<file path="config.mk">
export PLATFORM = sky130hd
export DESIGN_NAME = flip_variable_selector
export DESIGN_NICKNAME = d
export VERILOG_FILES = /design/src/rtl/flip_variable_selector.sv
export SDC_FILE = /design/constraint.sdc
export NUM_CORES = 1
export LEC_CHECK = 0
export ABC_AREA = 1
export BUFFER_PORTS_ARGS = -buffer_cell sky130_fd_sc_hd__buf_2
export CORE_ASPECT_RATIO = 1.2
export CORE_MARGIN = 3
export CORE_UTILIZATION = 34
export DETAILED_ROUTE_END_ITERATION = 12
export PLACE_DENSITY = 0.48
export SYNTH_ARGS = -nofsm -noshare
export SYNTH_HDL_FRONTEND = slang
export SYNTH_SLANG_ARGS = --single-unit
export TNS_END_PERCENT = 1
</file>
<file path="constraint.sdc">
create_clock -name clk_i -period 12.62 [get_ports clk_i]
set_input_delay 2.524 -clock clk_i [delete_from_list [all_inputs] [get_ports clk_i]]
set_output_delay 2.524 -clock clk_i [all_outputs]
set_load 0.005 [all_outputs]
</file>
<file path="src/rtl/flip_variable_selector.sv">
// Picks the variable to flip from a selected unsatisfied clause: zero-break freebie first,
// then a noisy random walk, then greedy minimum break. The result is offered on a valid/ready pair.
module flip_variable_selector #(
    parameter int NSAT                  = 3,
    parameter int LITERAL_ADDRESS_WIDTH = 12,
    parameter int BREAK_WIDTH           = 8,
    parameter int RANDOM_NUM_WIDTH      = 18,
    parameter int NOISE_WIDTH           = 8
) (
    input  logic                                  clk_i,
    input  logic                                  rst_ni,
    input  logic                                  clause_valid_i,
    input  logic [NSAT*LITERAL_ADDRESS_WIDTH-1:0] clause_i,
    input  logic [RANDOM_NUM_WIDTH-1:0]           random_i,
    input  logic [NOISE_WIDTH-1:0]                noise_i,
    output logic                                  ready_o,
    output logic                                  brk_rd_en_o,
    output logic [LITERAL_ADDRESS_WIDTH-2:0]      brk_rd_addr_o,
    input  logic [BREAK_WIDTH-1:0]                brk_rd_data_i,
    output logic                                  flip_valid_o,
    input  logic                                  flip_ready_i,
    output logic [LITERAL_ADDRESS_WIDTH-2:0]      flip_var_o,
    output logic [1:0]                            flip_mode_o,
    output logic                                  dropped_o,
    input  logic                                  clear_dropped_i
);

    localparam int LAW    = LITERAL_ADDRESS_WIDTH;
    localparam int IDX_W  = LITERAL_ADDRESS_WIDTH - 1;
    localparam int CNT_W  = $clog2(NSAT + 1);
    localparam int PICK_W = 8;

    typedef enum logic [1:0] {IDLE, FETCH, DECIDE, OUT} state_t;

    state_t                      state_q, state_d;
    logic [CNT_W-1:0]            cnt_q, cnt_d;
    logic [IDX_W-1:0]            idx_q [NSAT];
    logic [BREAK_WIDTH-1:0]      brk_q [NSAT];
    logic [RANDOM_NUM_WIDTH-1:0] rand_q;
    logic [NOISE_WIDTH-1:0]      noise_q;
    logic [IDX_W-1:0]            var_q, var_d;
    logic [1:0]                  mode_q, mode_d;
    logic                        dropped_q, dropped_d;

    logic [NSAT-1:0]             lit_vld;
    logic [NSAT-1:0]             pol_unused;
    logic [CNT_W-1:0]            n_vld, pick, seen;
    logic                        noisy, free_hit, min_hit;
    logic [BREAK_WIDTH-1:0]      min_brk;
    logic [IDX_W-1:0]            dec_var;
    logic [1:0]                  dec_mode;

    // Shift-subtract remainder; n never exceeds NSAT so one subtract per bit suffices.
    function automatic logic [CNT_W-1:0] mod_n(input logic [PICK_W-1:0] v,
                                                input logic [CNT_W-1:0]  n);
        logic [CNT_W:0] r;
        r = '0;
        for (int i = PICK_W - 1; i >= 0; i--) begin
            r = {r[CNT_W-1:0], v[i]};
            if (r >= {1'b0, n}) r = r - {1'b0, n};
        end
        return r[CNT_W-1:0];
    endfunction

    always_comb begin
        for (int k = 0; k < NSAT; k++) begin
            lit_vld[k]    = |idx_q[k];
            pol_unused[k] = clause_i[k*LAW + IDX_W];
        end
    end

    always_comb begin
        state_d = state_q;
        cnt_d   = cnt_q;
        case (state_q)
            IDLE: begin
                if (clause_valid_i) begin
                    state_d = FETCH;
                    cnt_d   = '0;
                end
            end
            FETCH: begin
                // One extra cycle after the last read lets its data land in brk_q.
                if (cnt_q == CNT_W'(NSAT)) state_d = DECIDE;
                else                       cnt_d   = cnt_q + 1'b1;
            end
            DECIDE:  state_d = OUT;
            OUT:     if (flip_ready_i) state_d = IDLE;
            default: state_d = IDLE;
        endcase
    end

    always_comb begin
        brk_rd_en_o   = 1'b0;
        brk_rd_addr_o = '0;
        for (int k = 0; k < NSAT; k++) begin
            if (state_q == FETCH && cnt_q == CNT_W'(k)) begin
                brk_rd_en_o   = 1'b1;
                brk_rd_addr_o = idx_q[k];
            end
        end
    end

    always_comb begin
        dec_var  = '0;
        dec_mode = 2'b11;
        n_vld    = '0;
        seen     = '0;
        free_hit = 1'b0;
        min_hit  = 1'b0;
        min_brk  = '0;
        for (int k = 0; k < NSAT; k++)
            if (lit_vld[k]) n_vld = n_vld + 1'b1;
        noisy = rand_q[NOISE_WIDTH-1:0] < noise_q;
        pick  = mod_n(rand_q[RANDOM_NUM_WIDTH-1 -: PICK_W], n_vld);
        for (int k = 0; k < NSAT; k++) begin
            if (lit_vld[k] && brk_q[k] == '0 && !free_hit) begin
                free_hit = 1'b1;
                dec_var  = idx_q[k];
                dec_mode = 2'b00;
            end
        end
        if (n_vld != '0 && !free_hit) begin
            if (noisy) begin
                for (int k = 0; k < NSAT; k++) begin
                    if (lit_vld[k]) begin
                        if (seen == pick) begin
                            dec_var  = idx_q[k];
                            dec_mode = 2'b01;
                        end
                        seen = seen + 1'b1;
                    end
                end
            end else begin
                for (int k = 0; k < NSAT; k++) begin
                    if (lit_vld[k] && (!min_hit || brk_q[k] < min_brk)) begin
                        min_hit  = 1'b1;
                        min_brk  = brk_q[k];
                        dec_var  = idx_q[k];
                        dec_mode = 2'b10;
                    end
                end
            end
        end
    end

    always_comb begin
        var_d     = (state_q == DECIDE) ? dec_var  : var_q;
        mode_d    = (state_q == DECIDE) ? dec_mode : mode_q;
        dropped_d = dropped_q;
        if (clear_dropped_i)                      dropped_d = 1'b0;
        if (clause_valid_i && state_q != IDLE)    dropped_d = 1'b1;
    end

    always_ff @(posedge clk_i or negedge rst_ni) begin
        if (!rst_ni) begin
            state_q   <= IDLE;
            cnt_q     <= '0;
            rand_q    <= '0;
            noise_q   <= '0;
            var_q     <= '0;
            mode_q    <= '0;
            dropped_q <= 1'b0;
            for (int k = 0; k < NSAT; k++) begin
                idx_q[k] <= '0;
                brk_q[k] <= '0;
            end
        end else begin
            state_q   <= state_d;
            cnt_q     <= cnt_d;
            var_q     <= var_d;
            mode_q    <= mode_d;
            dropped_q <= dropped_d;
            if (state_q == IDLE && clause_valid_i) begin
                for (int k = 0; k < NSAT; k++)
                    idx_q[k] <= clause_i[k*LAW +: IDX_W];
                rand_q  <= random_i;
                noise_q <= noise_i;
            end
            for (int k = 0; k < NSAT; k++)
                if (state_q == FETCH && cnt_q == CNT_W'(k + 1))
                    brk_q[k] <= brk_rd_data_i;
        end
    end

    assign ready_o      = (state_q == IDLE);
    assign flip_valid_o = (state_q == OUT);
    assign flip_var_o   = var_q;
    assign flip_mode_o  = mode_q;
    assign dropped_o    = dropped_q;

endmodule

</file>
==> results.toml, run 1 <==
[clock_network]
htreeDepth = 3
cts_made_buffers = 9
cts.path.max_buffers = 2
clk_pin_slew_ns = 0.07
cts_resized = 0
cts_root_buf = "clkbuf_16"
clock_latency_ns = 0.36
postCtsSetupBuffers = 0
clock-sinks = 99
hold_buffers = 0
cts_tree = "done"

[global_routing]
grt_util_met2 = 0.298
grt_antenna_before_repair = 1
grt_start_max_net_pins = 107
met3_usage = 0.0447
grt_busiest_layer = "met2"
grt_use_met1 = 0.266
first_global_vias = 6437
grtUsageTotal = 0.190
grt_pass1_wl_mm = 34.0
grt.overflow.total = 0

[logic_synthesis]
synth_area_mm2 = 0.00709
yosys-top-cells-area = "dfrtp_1, nand2_1, ha_1, inv_1, nor2_1"
synth_seq_cells = 99
synth_top_cell_by_area = "dfrtp_1"
synth.yosys.seq_area_share = 0.349
yosys_warnings = 0
synth.top_cells.by_count = "nand2_1, inv_1, nor2_1"
synth_top_area_share = 0.349
synth_nets = 1130
synth-edff-count = 0
async_reset_ff_frac = 1.00
netlist_instances = 1010
netlist-cell-type-count = 40
synth_area_per_cell_um2 = 7.02
synth-main-ff-cell = "dfrtp_1"
synth_most_common_cell = "nand2_1"

[detailed_routing]
via_per_inst = 4.91
drtIter0Drc = 466
wl_per_cell_um = 15.2
drtAntennaViolNets = 0
vias = 6626
routed_wl_mm = 20.5
drc_errors = 0
dr.pass1.iters = 5

[final_layout]
layout-drive-gt1-share = 0.156
nFillCells = 2250
stdcell_area_mm2 = 0.00808
n_antenna_cell = 0
syn_to_final_growth_pct = 14.0
final_nets = 1200
fin_util = 0.396

[outcome]
status = "completed"

[die]
fp.dieArea_mm2 = 0.0226
start_util = 0.348
die_x_um = 138
std_cell_rows = 57
ioPinCount = 103
die_h_um = 164
core_area_mm2 = 0.0204

[placed_design]
gp_congestion = 0.842
io_buffer_count = 97
place_area_mm2 = 0.00777
dp_hpwl_mm = 15.4

[sta]
fin_tns_setup_ns = 0
fin_hold_ws_ns = 0.476
finClkSkew_ns = 0.0100
fmax_mhz = 101
hold_viol_final = 0
min_period_ns = 9.90
worst_pin_slew_ns = 1.07
setup_violations = 0
maxSlewHeadroom = 0.286
final_max_slew_viol_count = 0
period_share = 0.785
rsz0062_at_grt = "no"

[worst_setup_path]
crit_family = "simple AND/OR/NAND/NOR gates"
critical_path_buf_inv_count = 14
cp.required_ns = 12.87
critPathMaxStageDelay_ns = 0.58
crit_start = "idx_q[13]$_DFFE_PN0P_"
timing.rr.start = "idx_q[13]$_DFFE_PN0P_"
ff2ff_setup_slack_ns = 2.72
path_class = "reg -> reg"
cp-end-kind = "flop"
crit_slowest_cell = "nor3_1"
arrival_ns = 10.16
cp_common_cell = "nand2_1"
cp_max_fo = 11
worst_setup_path_start_kind = "flop"

[hold_path]
min_from = "flip_var_o[1]$_DFFE_PN0P_"
min_path_type = "reg -> reg"

[job]
cap_violations = 0
area by class of cell:
class,count,area (um^2),area share
Clock buffer,10,239,0.0296
Tap cell,265,332,0.0410
Inverter,130,488,0.0604
Clock inverter,6,71.3,0.00882
Multi-Input combinational cell,737,3940,0.488
Sequential cell,99,2480,0.306
Timing Repair Buffer,103,533,0.0659
worst reg2reg max path, delay by kind of cell (launching register included):
family	cells	cell delay, ns
and+or+nand+nor	37	4.37
adders and majority gates	6	1.88
AOI/OAI and AO/OA	5	1.68
buffers and inverters	14	1.29
DFF	1	0.38
xor gates and xnor gates	1	0.17
cells by family (layout without fill, tap and decap cells):
| kind of cell | Yosys count | count (layout) | synth area share |
|---|---|---|---|
| buffers and inverters | 174 | 249 | 0.0959 |
| xor gates and xnor gates | 3 | 3 | 0.00370 |
| adders and majority gates | 45 | 45 | 0.0794 |
| AOI/OAI and AO/OA | 194 | 194 | 0.151 |
| muxes | 8 | 8 | 0.0127 |
| and+or+nand+nor | 487 | 487 | 0.308 |
| DFF | 99 | 99 | 0.349 |
metrics by stage:
stage,std cells,worst slack [ns]
after floorplan,1010,4.10
after global placement,1334,2.80
after detailed placement,1334,2.79
after CTS,1350,2.74
after global routing,1350,1.61
final,1350,2.72
layer usage:
| layer | vias to the layer above | wire length (um) |
|---|---|---|
| met5 | - | 13 |
| met2 | 147 | 9160 |
| met4 | 2 | 231 |
| met3 | 17 | 1200 |
| li1 | 3463 | - |
| met1 | 2997 | 9910 |
sequential cells by signal, summed over array words and instances, names as in the netlist:
signal / cells
flip_mode_o: 2
idx_q: 33
dropped_o: 1
rand_q: 16
state_q: 2
noise_q: 8
brk_q: 24
cnt_q: 2
flip_var_o: 11
cell usage in the layout, fill, tap and decap left out, types with 4 or more instances in the layout:
cell type,instances
o221ai_1,5
nand4_1,18
a21o_1,4
a31oi_1,9
nand2_2,9
buf_2,96
a21oi_1,83
nand2_1,228
ha_1,45
nand3_2,11
dfrtp_1,99
a221oi_1,6
inv_2,9
nand2_4,6
o21ai_0,72
mux2_2,8
nor4_1,5
inv_1,120
nor3_1,13
buf_4,7
nand3_1,75
clkbuf_16,9
nor2_1,114
worst paths after layout:
path | endpoint | cells past startpoint
setup / recovery | flip_var_o[6]$_DFFE_PN0P_ | 63
setup reg to reg | flip_var_o[6]$_DFFE_PN0P_ | 63
hold / removal | flip_var_o[1]$_DFFE_PN0P_ | 2
hold reg to reg | flip_var_o[1]$_DFFE_PN0P_ | 2
max in group asynchronous | brk_q[9]$_DFFE_PN0P_ | 2
min in group asynchronous | flip_var_o[6]$_DFFE_PN0P_ | 1
Power of run 1 is left out: the tool's default activity adds up to more than one toggle a clock period on the data nets, which glitch-free logic cannot reach.
==> run 2: changes to the inputs <==
Settings changed: PLACE_DENSITY 0.48 to 0.5.
Clock period 12.62 ns to 8.67 ns, I/O delays scaled along.
==> run 2 against run 1 <==
  * Critical path depth unchanged
  * Clock skew decreased by 0.0013 ns
  * Maximum frequency increased by 25%
  * Cell area increased by 4.8%
  * Register-to-register slack got worse by 2.0 ns
  * First-iteration DRC count increased by 22%
  * Flip-flop and latch count unchanged
  * Wire length increased by 3.2%
  * Die area unchanged
  * Worst hold slack got worse by 0.0029 ns
  * Largest cell class unchanged
==> results.toml, run 2 (synthesized netlist as in run 1, its figures left out) <==
[clock_network]
clk_pin_slew_ns = 0.07
clock-sinks = 99
cts.path.max_buffers = 2
cts_root_buf = "clkbuf_16"
cts_made_buffers = 9
clock_latency_ns = 0.35
cts_tree = "done"
htreeDepth = 3

[final_layout]
multi_input_area_mm2 = 0.00411
largest_reg_flops = 33
final_nets = 1227
ff_latch_area_mm2 = 0.00248
final_common_cell = "nand2_1"
stdcell_area_mm2 = 0.00847
largest_register = "idx_q"
nFillCells = 2221
reg_top3 = "idx_q x33, brk_q x24, rand_q x16"
layout-drive-gt1-share = 0.202
final_cell_mix = "nand2_1, nor2_1, inv_1"
n_antenna_cell = 0
fin_util = 0.415
syn_to_final_growth_pct = 19.4

[detailed_routing]
routed_wl_mm = 21.2
via_per_inst = 5.02
vias = 6903
drtAntennaViolNets = 0
dr.pass1.iters = 5
wl_per_cell_um = 15.4
drc_errors = 0
drtIter0Drc = 567

[worst_setup_path]
r2r_end = "flip_var_o[8]$_DFFE_PN0P_"
timing.rr.start = "idx_q[15]$_DFFE_PN0P_"
arrival_ns = 8.18
reg2regPathDepth = 63
worst_setup_path_start_kind = "flop"
crit_family = "simple AND/OR/NAND/NOR gates"
path_class = "reg -> reg"
cp_common_cell = "nand2_1"
critPathMaxStageDelay_ns = 0.41
cp-end-kind = "flop"
cp.required_ns = 8.91
critical_path_buf_inv_count = 13
crit_slowest_cell = "dfrtp_1"
ff2ff_setup_slack_ns = 0.73
cp_max_fo = 12

[sta]
setup_violations = 0
worst_pin_slew_ns = 1.06
fin_hold_ws_ns = 0.473
finClkSkew_ns = 0.00879
min_period_ns = 7.94
hold_viol_final = 0
maxSlewHeadroom = 0.294
final_max_slew_viol_count = 0
period_share = 0.916
fmax_mhz = 126

[hold_path]
min_from = "flip_var_o[1]$_DFFE_PN0P_"
min_path_cells = 2
hold_end = "flip_var_o[1]$_DFFE_PN0P_"
min_path_type = "reg -> reg"

[placed_design]
gp_congestion = 0.863
dp_hpwl_mm = 15.5
place_area_mm2 = 0.00790
io_buffer_count = 97

[die]
die_h_um = 164
start_util = 0.348
core_area_mm2 = 0.0204
fp.dieArea_mm2 = 0.0226
ioPinCount = 103
std_cell_rows = 57
die_x_um = 138

[global_routing]
grt_pass1_wl_mm = 34.1
grt_start_max_net_pins = 107
grt.overflow.total = 0
first_global_vias = 6459
grt_antenna_before_repair = 0
grtUsageTotal = 0.190

[job]
cap_violations = 0

[outcome]
status = "completed"
## run 2: changes by cell type in the layout (fill, tap and decap cells not counted), sizes merged
cell	change
inv	-1
nand3	+1
clkinv	-1
buf	+26
clkbuf	-1
## run 2: layout make-up
| type | instances | area share |
|---|---|---|
| multi-input cells | 738 | 0.486 |
| flip-flops and latches | 99 | 0.293 |
| repair buffers | 129 | 0.0913 |
| inverters | 130 | 0.0584 |
| well taps | 265 | 0.0392 |
| clock buffers | 9 | 0.0266 |
| clock inverters | 4 | 0.00621 |
## run 2: per-layer routing
layer  up-vias  wire [um]  track usage
li1       3517          -            -
met1      3179       9950        0.268
met2       189       9540        0.295
met3        18       1420       0.0407
met4         0        269       0.0508
met5         -          0            0
## run 2: repair_timing
action,4_1_cts,5_1_grt
cloned,0,1
hold buffers,0,0
gates resized for setup,4,38
endpoints found under the setup margin,12,12
buffers inserted,0,9
pin swaps,0,10
## run 2: worst max-delay path by stage
| stage | slack [ns] | endpoint | cells after the start | start |
|---|---|---|---|---|
| 5_1_grt | -0.04 | flip_var_o[4]$_DFFE_PN0P_ | 69 | idx_q[29]$_DFFE_PN0P_ |
| 3_3_place_gp | -0.14 | flip_var_o[10]$_DFFE_PN0P_ | 61 | idx_q[14]$_DFFE_PN0P_ |
| 2_1_floorplan | 0.15 | flip_var_o[8]$_DFFE_PN0P_ | 65 | idx_q[24]$_DFFE_PN0P_ |
| 3_5_place_dp | -0.12 | flip_var_o[8]$_DFFE_PN0P_ | 60 | idx_q[14]$_DFFE_PN0P_ |
| 6_report | 0.73 | flip_var_o[8]$_DFFE_PN0P_ | 63 | idx_q[15]$_DFFE_PN0P_ |
| 4_1_cts | 0.09 | flip_var_o[1]$_DFFE_PN0P_ | 64 | idx_q[14]$_DFFE_PN0P_ |
## run 2: worst min-delay path, cell delays in order, from the launching register on
cell     delay (ns)
dfrtp_1        0.34
nand2_1        0.05
nand2_1        0.05
## run 2: stage by stage
| step | setup WS [ns] | cells | TNS [ns] |
|---|---|---|---|
| 6_report | 0.728 | 1374 | 0 |
| 5_1_grt | -0.0445 | 1374 | -0.157 |
| 4_1_cts | 0.0899 | 1364 | 0 |
| 3_5_place_dp | -0.123 | 1351 | -1.10 |
| 3_3_place_gp | -0.141 | 1351 | -1.34 |
| 2_1_floorplan | 0.147 | 1010 | 0 |
Power of run 2 is left out for the same reason.
